===== config.mk =====
export PLATFORM = sky130hd
export DESIGN_NAME = bin_to_bcd_seq
export DESIGN_NICKNAME = d
export VERILOG_FILES = /design/src/rtl/bin_to_bcd_seq.sv
export SDC_FILE = /design/constraint.sdc
export NUM_CORES = 1
export LEC_CHECK = 0
export BUFFER_PORTS_ARGS = -buffer_cell sky130_fd_sc_hd__buf_2
export CAP_MARGIN = 20
export CORE_MARGIN = 3
export CORE_UTILIZATION = 52
export DETAILED_ROUTE_END_ITERATION = 8
export MAX_ROUTING_LAYER = met4
export PLACE_DENSITY = 0.74
export SLEW_MARGIN = 10
export SYNTH_ARGS = -nofsm -noshare
export SYNTH_HDL_FRONTEND = slang
export SYNTH_SLANG_ARGS = --single-unit
export TNS_END_PERCENT = 50

===== constraint.sdc =====
create_clock -name clk -period 1.8 [get_ports clk]
set_input_delay 0.18 -clock clk [delete_from_list [all_inputs] [get_ports clk]]
set_output_delay 0.18 -clock clk [all_outputs]
set_load 0.05 [all_outputs]

===== src/rtl/bin_to_bcd_seq.sv =====
// bin_to_bcd_seq: sequential double-dabble binary-to-BCD converter, one bit per clock.
// Define LEAD_ZERO_BLANK_EN to replace leading zero digits (BCD3..BCD1) with BLANK_CODE.
module bin_to_bcd_seq #(
  parameter int W = 14,
  parameter logic [3:0] BLANK_CODE = 4'hF
) (
  input  logic         clk,
  input  logic         reset,
  input  logic [W-1:0] bin_in,
  input  logic         start,
  output logic [3:0]   BCD3,
  output logic [3:0]   BCD2,
  output logic [3:0]   BCD1,
  output logic [3:0]   BCD0,
  output logic         busy,
  output logic         done,
  output logic         overflow
);
  localparam logic [0:0] IDLE = 1'b0;
  localparam logic [0:0] CONVERT = 1'b1;
  localparam logic [W-1:0] MAX_VAL = W'(9999);
  logic [0:0] state_q, state_d;
  logic [3:0] cnt_q, cnt_d;
  logic [W-1:0] bin_q, bin_d, sh_bin;
  logic [15:0] scr_q, scr_d, adj, sh_scr, res, bcd_q, bcd_d;
  logic ovf_q, ovf_d, ovo_q, ovo_d, done_q, done_d;
  for (genvar g = 0; g < 4; g++) begin : g_adj
    assign adj[4*g+:4] = scr_q[4*g+:4] >= 4'd5 ? scr_q[4*g+:4] + 4'd3 : scr_q[4*g+:4];
  end
  assign sh_scr = {adj[14:0], bin_q[W-1]};
  assign sh_bin = {bin_q[W-2:0], 1'b0};
`ifdef LEAD_ZERO_BLANK_EN
  localparam logic [15:0] BCD_RST = {BLANK_CODE, BLANK_CODE, BLANK_CODE, 4'h0};
  logic z3, z2, z1;
  // Blanking stops at the first nonzero digit from the top; units never blank.
  assign z3 = sh_scr[15:12] == 4'h0;
  assign z2 = z3 && sh_scr[11:8] == 4'h0;
  assign z1 = z2 && sh_scr[7:4] == 4'h0;
  assign res = {z3 ? BLANK_CODE : sh_scr[15:12], z2 ? BLANK_CODE : sh_scr[11:8],
                z1 ? BLANK_CODE : sh_scr[7:4], sh_scr[3:0]};
`else
  localparam logic [15:0] BCD_RST = 16'h0000;
  assign res = sh_scr;
`endif
  always_comb begin
    state_d = state_q;
    cnt_d = cnt_q;
    bin_d = bin_q;
    scr_d = scr_q;
    ovf_d = ovf_q;
    bcd_d = bcd_q;
    ovo_d = ovo_q;
    done_d = 1'b0;
    if (state_q == IDLE) begin
      if (start) begin
        state_d = CONVERT;
        bin_d = bin_in > MAX_VAL ? MAX_VAL : bin_in;
        ovf_d = bin_in > MAX_VAL;
        scr_d = '0;
        cnt_d = 4'(W);
      end
    end else begin
      scr_d = sh_scr;
      bin_d = sh_bin;
      cnt_d = cnt_q - 4'd1;
      // Last shift: publish the post-shift scratch on the same edge.
      if (cnt_q == 4'd1) begin
        state_d = IDLE;
        bcd_d = res;
        ovo_d = ovf_q;
        done_d = 1'b1;
      end
    end
  end
  always_ff @(posedge clk) begin
    if (reset) begin
      state_q <= IDLE;
      cnt_q <= '0;
      bin_q <= '0;
      scr_q <= '0;
      ovf_q <= 1'b0;
      bcd_q <= BCD_RST;
      ovo_q <= 1'b0;
      done_q <= 1'b0;
    end else begin
      state_q <= state_d;
      cnt_q <= cnt_d;
      bin_q <= bin_d;
      scr_q <= scr_d;
      ovf_q <= ovf_d;
      bcd_q <= bcd_d;
      ovo_q <= ovo_d;
      done_q <= done_d;
    end
  end
  assign {BCD3, BCD2, BCD1, BCD0} = bcd_q;
  assign busy = state_q == CONVERT;
  assign done = done_q;
  assign overflow = ovo_q;
endmodule


# Word-level counts from Yosys, hierarchy flattened

Index checks and enable logic that the tools add are counted.

Register bits: 54
Input bits: 17
Output and inout bits: 19
Logic and storage cells: 41

Add/subtract/negate cells: 5
Magnitude comparators: 5
Eq/ne operators: 1
Muxes and demuxes: 15
Bitwise gates (word level): 1
Reduce and logical (&&, ||, !) cells: 5

Operator list:

| cell                                                               | number |
|---|---|
| two-way mux 14 bit                                                 | 3 |
| two-way mux 16 bit                                                 | 2 |
| two-way mux 4 bit                                                  | 5 |
| greater-or-equal comparator 4 x 3 -> 1 bit (second input constant) | 4 |
| > comparator 14 bit (second input constant)                        | 1 |
| adder 4 x 2 -> 4 bit (second input constant)                       | 3 |
| == test 4 x 1 -> 1 bit (second input constant)                     | 1 |
| two-way mux 1 bit                                                  | 4 |
| AND reduction 2 bit                                                | 2 |
| OR reduction 2 bit                                                 | 2 |
| subtractor 4 x 1 -> 4 bit (second input constant)                  | 1 |
| adder 3 x 2 -> 3 bit (second input constant)                       | 1 |
| two-way mux 3 bit                                                  | 1 |
| nonzero test 2 bit                                                 | 1 |
| inverter 1 bit                                                     | 1 |

# Depth between registers and ports, before layout

Gate-level depths: netlist of run 1.

Depth after elaboration: 4
Depth in mapped cells: 7

# Worst setup path after synthesis of run 1

Ideal clock, no wire load.

Path type: reg2reg
Start: reg state_q (netlist: busy)
End: reg ovo_q (netlist: overflow)
Setup time: 0.128 ns
Data arrival time: 1.488 ns
Required time: 1.672 ns
Slack: 0.185 ns
Cell stages (with the launch flop): 6
Path buffers: 1
Clock period less this slack: 1.615 ns
Cell sequence: dfxtp_1 nand2_1 nor3_4 buf_6 mux2i_1 nor2_1

Cells in the longest elaborated chain, start to end: 1

Ends and longest elaborated chain:

| element                              | RTL line | source |
|---|---|---|
| start: declaration                   | 22       | `logic [0:0] state_q, state_d;` |
| start signal: assignment             | 86       | `state_q <= state_d;` |
| AND reduction 2 bit (no source line) | -        |  |
| end signal: assignment               | 92       | `ovo_q <= ovo_d;` |
| end: declaration                     | 26       | `logic ovf_q, ovf_d, ovo_q, ovo_d, done_q, done_d;` |

Every way passes these cells.
A chain may end at the register's enable or synchronous reset.

# Worst setup path after layout of run 1

Start: reg scr_q[4]
End: reg bcd_q[6]

Cells in the longest elaborated chain, start to end: 2

Ends and longest elaborated chain:

| element                                                                            | RTL line | source |
|---|---|---|
| start: declaration                                                                 | 25       | `logic [15:0] scr_q, scr_d, adj, sh_scr, res, bcd_q, bcd_d;` |
| start signal: assignment                                                           | 89       | `scr_q <= scr_d;` |
| adder 4 x 2 -> 4 bit or greater-or-equal comparator 4 x 3 -> 1 bit (tied branches) | 28       | `assign adj[4*g+:4] = scr_q[4*g+:4] >= 4'd5 ? scr_q[4*g+:4] + 4'd3 : scr_q[4*g+:4];` |
| two-way mux 4 bit (*)                                                              | 28       |  |
| end signal: assignment                                                             | 82       | `bcd_q <= BCD_RST;` |
| end signal: assignment                                                             | 91       | `bcd_q <= bcd_d;` |
| end: declaration                                                                   | 25       |  |

Mark *: on every way between the ends. The rest lies on a longest branch, timed or not.

==> results of run 1 <==
power by group:
group          total (W)  internal [W]  switching (W)
clock network   0.000808      0.000417       0.000391
registers        0.00127       0.00124      0.0000343
logic           0.000247     0.0000973       0.000149
total            0.00233       0.00175       0.000575
worst register-to-register path, delay by kind of cell (launching register included):
family | cells | cell delay (ns)
and+or+nand+nor | 1 | 0.10
buffers and inverters | 1 | 0.11
muxes | 1 | 0.38
AOI/OAI and AO/OA | 2 | 0.44
DFF | 1 | 0.33
adders and majority gates | 1 | 0.27
Yosys cell counts:
library cell	instances	share of area [%]
mux2_2	5	2.2
buf_6	2	0.90
xnor2_1	4	1.4
nand4_1	1	0.25
mux2i_1	10	4.0
o32ai_1	7	2.4
nor3b_1	11	3.3
buf_2	8	1.6
a31oi_1	1	0.25
nor2b_1	2	0.50
nor3_1	6	1.2
dfxtp_1	54	43
a221oi_1	2	0.70
buf_4	2	0.60
nand2_1	9	1.3
a211oi_1	2	0.60
nand2b_1	14	3.5
inv_1	17	2.5
clkbuf_1	5	0.75
or3_4	1	0.45
nor2_1	30	4.5
ha_1	10	5.0
o21a_1	1	0.30
clkbuf_2	1	0.20
o21ai_0	19	3.8
nor4_1	1	0.25
o22ai_1	12	3.0
a211oi_2	3	1.5
or2_0	1	0.25
a21oi_1	24	4.8
nor3_4	1	0.65
nand3_1	9	1.8
clkinv_1	1	0.15
a311oi_1	6	2.1
cell families after synthesis:
group | share of synthesized area, %
AND/OR/NAND/NOR | 17.98
XOR/XNOR | 1.398
AO/OA/AOI/OAI | 19.48
multiplexers | 6.244
buffers and inverters | 6.743
adder cells (fa/ha/maj) | 4.995
flip-flops | 43.16
through the flow:
step                util [%]  setup WS (ns)  power, W  cells  hold slack [ns]
floorplan                  -         0.1846  0.001471    282           0.3128
global placement       60.36         0.2008  0.001539    361           0.4329
detailed placement     60.36         0.1433  0.001545    361           0.4461
CTS                    62.72         0.1318  0.002338    369           0.1136
global route           62.81       0.002277  0.002424    369           0.1158
finish                 62.81        0.08774  0.002326    369           0.1239
path summary, 6_finish.rpt:
kind | startpoint | endpoint | cells after the start | slack (ns)
worst min-delay path | bin_in[7] | bin_q[7] | 3 | 0.12
worst min register to register | bcd_q[14] | bcd_q[14] | 2 | 0.49
worst max-delay path | scr_q[4] | bcd_q[6] | 6 | 0.09
worst max register to register | scr_q[4] | bcd_q[6] | 6 | 0.09
flip-flops by register name, indices dropped and copies added (netlist names):
signal    cells
bin_q        14
overflow      1
busy          1
scr_q        16
ovf_q         1
done          1
bcd_q        16
cnt_q         4
per-layer routing:
layer | vias to the layer above | GRT usage [%] | routed length [um]
li1 | 1064 | - | -
met1 | 953 | 24.94 | 2612
met2 | 28 | 35.00 | 2504
met3 | 5 | 4.354 | 151
met4 | 0 | 5.825 | 42
met5 | - | - | 0
cell type report:
cell class | instances | area [um2]
Clock buffer | 7 | 76.32
Clock inverter | 1 | 30.03
Fill cell | 367 | 1675
Inverter | 18 | 67.56
Multi-Input combinational cell | 192 | 1259
Sequential cell | 54 | 1081
Tap cell | 52 | 65.06
Timing Repair Buffer | 45 | 250.2
what timing repair did:
item	4_1_cts	5_1_grt
setup buffers	0	0
endpoints found under the setup margin	0	2
endpoints found under the hold margin	0	0
resized for setup	0	1
==> run_results.csv, run 1 <==
group,metric,value,unit
placed_design,gp_congestion,0.7932,
power,power_density,822.4,nW/um2
timing,period_share,95.13,%
synthesis,syn-num-nets,309,
power,power.leakage,1.110,nW
cts,clk_pin_slew,0.09,ns
floorplan,rows,24,
routing,via_per_inst,5.556,
floorplan,io-pin-count,36,
grt,grt_max_degree,28,
layout,layout_common_cells,"dfxtp_1 (54), buf_2 (35), nor2_1 (30)",
critical_path,required,2.03,ns
worst_hold_path,holdCritPathClass,"primary input to register",
critical_path,endpoint_kind,"register",
grt,grt_pass1_wl,8763,um
timing,setup_tns,0,ns
placed_design,postPlaceCellArea,2719,um2
timing,slew_viol_final,0,
layout,finalInstanceArea,2829,um2
outcome,status,"finished clean",
critical_path,path_class,"register to register",
critical_path,startpoint_type,"register",
floorplan,core_area,4504,um2
layout,nets,343,
cts,cts_tree,"built",
floorplan,start_util,55.61,%
routing,drt_iter0_drc,108,
grt,grt_pass1_vias,1927,
critical_path,critPathMaxFanout,5,
synthesis,yosysWarnings,0,
flow_run,maxCapViolCount,0,
layout,area_growth,12.94,%
cts,clock_latency,0.31,ns
synthesis,synth_cells,282,
timing,fmax,0.5840,GHz
critical_path,cpPeakStageDelay,0.38,ns
routing,drt.antenna.violating_nets,0,
synthesis,syn-mean-instance-area,8.883,um2
synthesis,ys_ff_latch,54,
timing,skew,0.01126,ns
cts,ctsLongestPathBuffers,2,
floorplan,die_w,75.41,um
placed_design,hpwl,3805,um
timing,rsz0062_at_grt,"false",
grt,gr-total-overflow,0,
cts,cts_root_buf,"clkbuf_8",
routing,wire_per_inst,14.39,um
synthesis,ys_seq_area_share,43.16,%
routing,drc,0,
synthesis,netlist_area,2505,um2
floorplan,die_y,75.41,um
critical_path,critPathBufInv,1,
grt,antenna_found_initial,0,
floorplan,die_area,5686,um2
routing,wirelength,5310,um
grt,grt_usage,20.72,%
critical_path,crit_chain,"inv_1 > ha_1 > nand2b_1 > a21oi_1 > mux2_2 > o22ai_1",
layout,drive_gt1_share,19.56,%
cts,numCtsBuffers,5,
cts,cts.htree.levels,2,
timing,tightest_slew,0.5692,ns
layout,n_antenna_cell,0,
timing,finalCriticalPeriod,1.712,ns
routing,first_pass_iters,4,
timing,hold_violations,0,
routing,vias,2050,
synthesis,synth_cell_types,34,
critical_path,arrival,1.94,ns
timing,setup_viol,0,
cts,postCtsHoldBufs,0,
power,ir_drop,610.8,uV
cts,cts.sinks,54,
critical_path,crit_family,"compound AO/OA/AOI/OAI gates",
placed_design,numPortBuffers,35,
timing,relSlewSlack,61.91,%
layout,final_common_cell,"dfxtp_1",
critical_path,critPathSlowestCell,"mux2_2",
Power figures use the tool's default switching activity.
==> inputs of run 2 (changes only) <==
--- a/config.mk
+++ b/config.mk
@@ -16,4 +16,3 @@
 export SYNTH_ARGS = -nofsm -noshare
 export SYNTH_HDL_FRONTEND = slang
 export SYNTH_SLANG_ARGS = --single-unit
-export TNS_END_PERCENT = 50
==> constraint.sdc (replaced) <==
create_clock -name clk -period 2 [get_ports clk]
set_input_delay 0.2 -clock clk [delete_from_list [all_inputs] [get_ports clk]]
set_output_delay 0.2 -clock clk [all_outputs]
set_load 0.05 [all_outputs]
==> run 2 against run 1 <==
Against the previous run: hold slack improved by 0.011 ns; via count about the same; register-to-register slack improved by 0.25 ns; clock-buffer cell count decreased by 2; non-clock buffer count decreased by 3; wire length about the same; critical path type unchanged; largest power group unchanged; highest routed layer unchanged.
==> run_results.csv, run 2 (synthesis results as in run 1) <==
group,metric,value,unit
placed_design,preCtsSetupSlack,0.3476,ns
layout,nets,340,
placed_design,place_inst,358,
placed_design,numPortBuffers,35,
critical_path,startpoint_type,"register",
timing,relSlewSlack,60.78,%
timing,tightest_slew,0.5861,ns
floorplan,die_w,75.41,um
timing,finalCriticalPeriod,1.661,ns
grt,grt_pass1_wl,8832,um
floorplan,rows,24,
outcome,status,"finished clean",
layout,area_growth,11.99,%
flow_run,maxCapViolCount,0,
worst_hold_path,hold_path_startpoint,"bin_in[7]",
cts,postCtsHoldBufs,0,
cts,cts.htree.levels,2,
floorplan,start_util,55.61,%
timing,setup_viol,0,
critical_path,crit_chain,"ha_1 > nand2_1 > nor3_4 > nand2b_1 > o22ai_1",
worst_hold_path,holdCritPathClass,"primary input to register",
layout,final_common_cell,"dfxtp_1",
cts,cts_setup_buffers,0,
grt,gr-total-overflow,0,
cts,cts_tree,"built",
routing,vias,2048,
routing,drt.antenna.violating_nets,0,
critical_path,critPathMaxFanout,9,
critical_path,critPathSlowestCell,"dfxtp_1",
grt,grt_usage,20.85,%
cts,clk_pin_slew,0.10,ns
floorplan,io-pin-count,36,
timing,skew,0.008812,ns
routing,first_pass_iters,4,
grt,grt_pass1_vias,1898,
grt,grt_max_degree,35,
cts,cts.sinks,54,
critical_path,r2r-start,"cnt_q[0]",
layout,drive_gt1_share,19.11,%
timing,setup_tns,0,ns
power,power_density,745.1,nW/um2
layout,n_antenna_cell,0,
layout,n_fill_cell,419,
timing,period_share,83.07,%
timing,hold_violations,0,
floorplan,core_area,4504,um2
timing,slew_viol_final,0,
routing,via_per_inst,5.596,
timing,fmax,0.6019,GHz
layout,layout_common_cells,"dfxtp_1 (54), buf_2 (35), nor2_1 (30)",
cts,numCtsBuffers,5,
routing,drc,0,
layout,utilization,62.28,%
cts,clock_latency,0.31,ns
grt,antenna_found_initial,0,
timing,setup_ws,0.3385,ns
critical_path,startpoint,"cnt_q[0]",
critical_path,path_class,"register to register",
routing,wirelength,5306,um
placed_design,hpwl,3692,um
routing,drt_iter0_drc,90,
power,power.leakage,1.100,nW
timing,rsz0062_at_grt,"false",
cts,cts_root_buf,"clkbuf_8",
placed_design,gp_congestion,0.7867,
floorplan,die_y,75.41,um
floorplan,die_area,5686,um2
power,ir_drop,462.0,uV
cts,ctsLongestPathBuffers,2,
routing,wire_per_inst,14.50,um
layout,reg_top3,"bcd_q (16), scr_q (16), bin_q (14)",
critical_path,endpoint_kind,"register",
critical_path,required,2.24,ns
cts,cts_resized,0,
critical_path,cpPeakStageDelay,0.40,ns
layout,fin_cells,366,
critical_path,arrival,1.90,ns
==> run 2: path summary, 6_finish.rpt <==
check              end  slack [ns]  depth (start not counted)
max           bcd_q[1]        0.34                          5
min           bin_q[7]        0.14                          3
max reg2reg   bcd_q[1]        0.34                          5
min reg2reg  bcd_q[10]        0.49                          2
==> run 2: power by group <==
part / internal [W] / total, W / switching, W
sequential: 0.00111 / 0.00114 / 0.0000263
clock: 0.000369 / 0.000730 / 0.000361
combinational: 0.0000835 / 0.000221 / 0.000137
==> run 2: layout make-up <==
class / count / area, um2 / area share [%]
Tap cell: 52 / 65.06 / 2.319
Inverter: 18 / 67.56 / 2.409
Clock buffer: 5 / 68.82 / 2.453
Sequential cell: 54 / 1081 / 38.54
Multi-Input combinational cell: 192 / 1255 / 44.74
Timing Repair Buffer: 42 / 227.7 / 8.118
Clock inverter: 3 / 40.04 / 1.427
==> run 2: per-stage QoR <==
stage	total power [W]	hold slack [ns]	cell area, um2
after floorplan	0.001324	0.3328	2505
after global placement	0.001378	0.4539	2696
after detailed placement	0.001385	0.4595	2696
after CTS	0.002097	0.1260	2805
after global routing	0.002175	0.1322	2805
final	0.002090	0.1350	2805
==> run 2: critical path, delay by kind of cell, from the launching register on <==
family	cells	cell delay (ns)
flops	1	0.40
fa+ha+maj	1	0.17
simple gates	3	0.77
compound gates	1	0.25
==> run 2: metal layers <==
layer / part of all wire [%] / GRT usage, %
met5: 0 / -
met4: 1.1 / 6.602
met3: 3.3 / 5.277
met2: 48 / 32.12
met1: 48 / 26.90
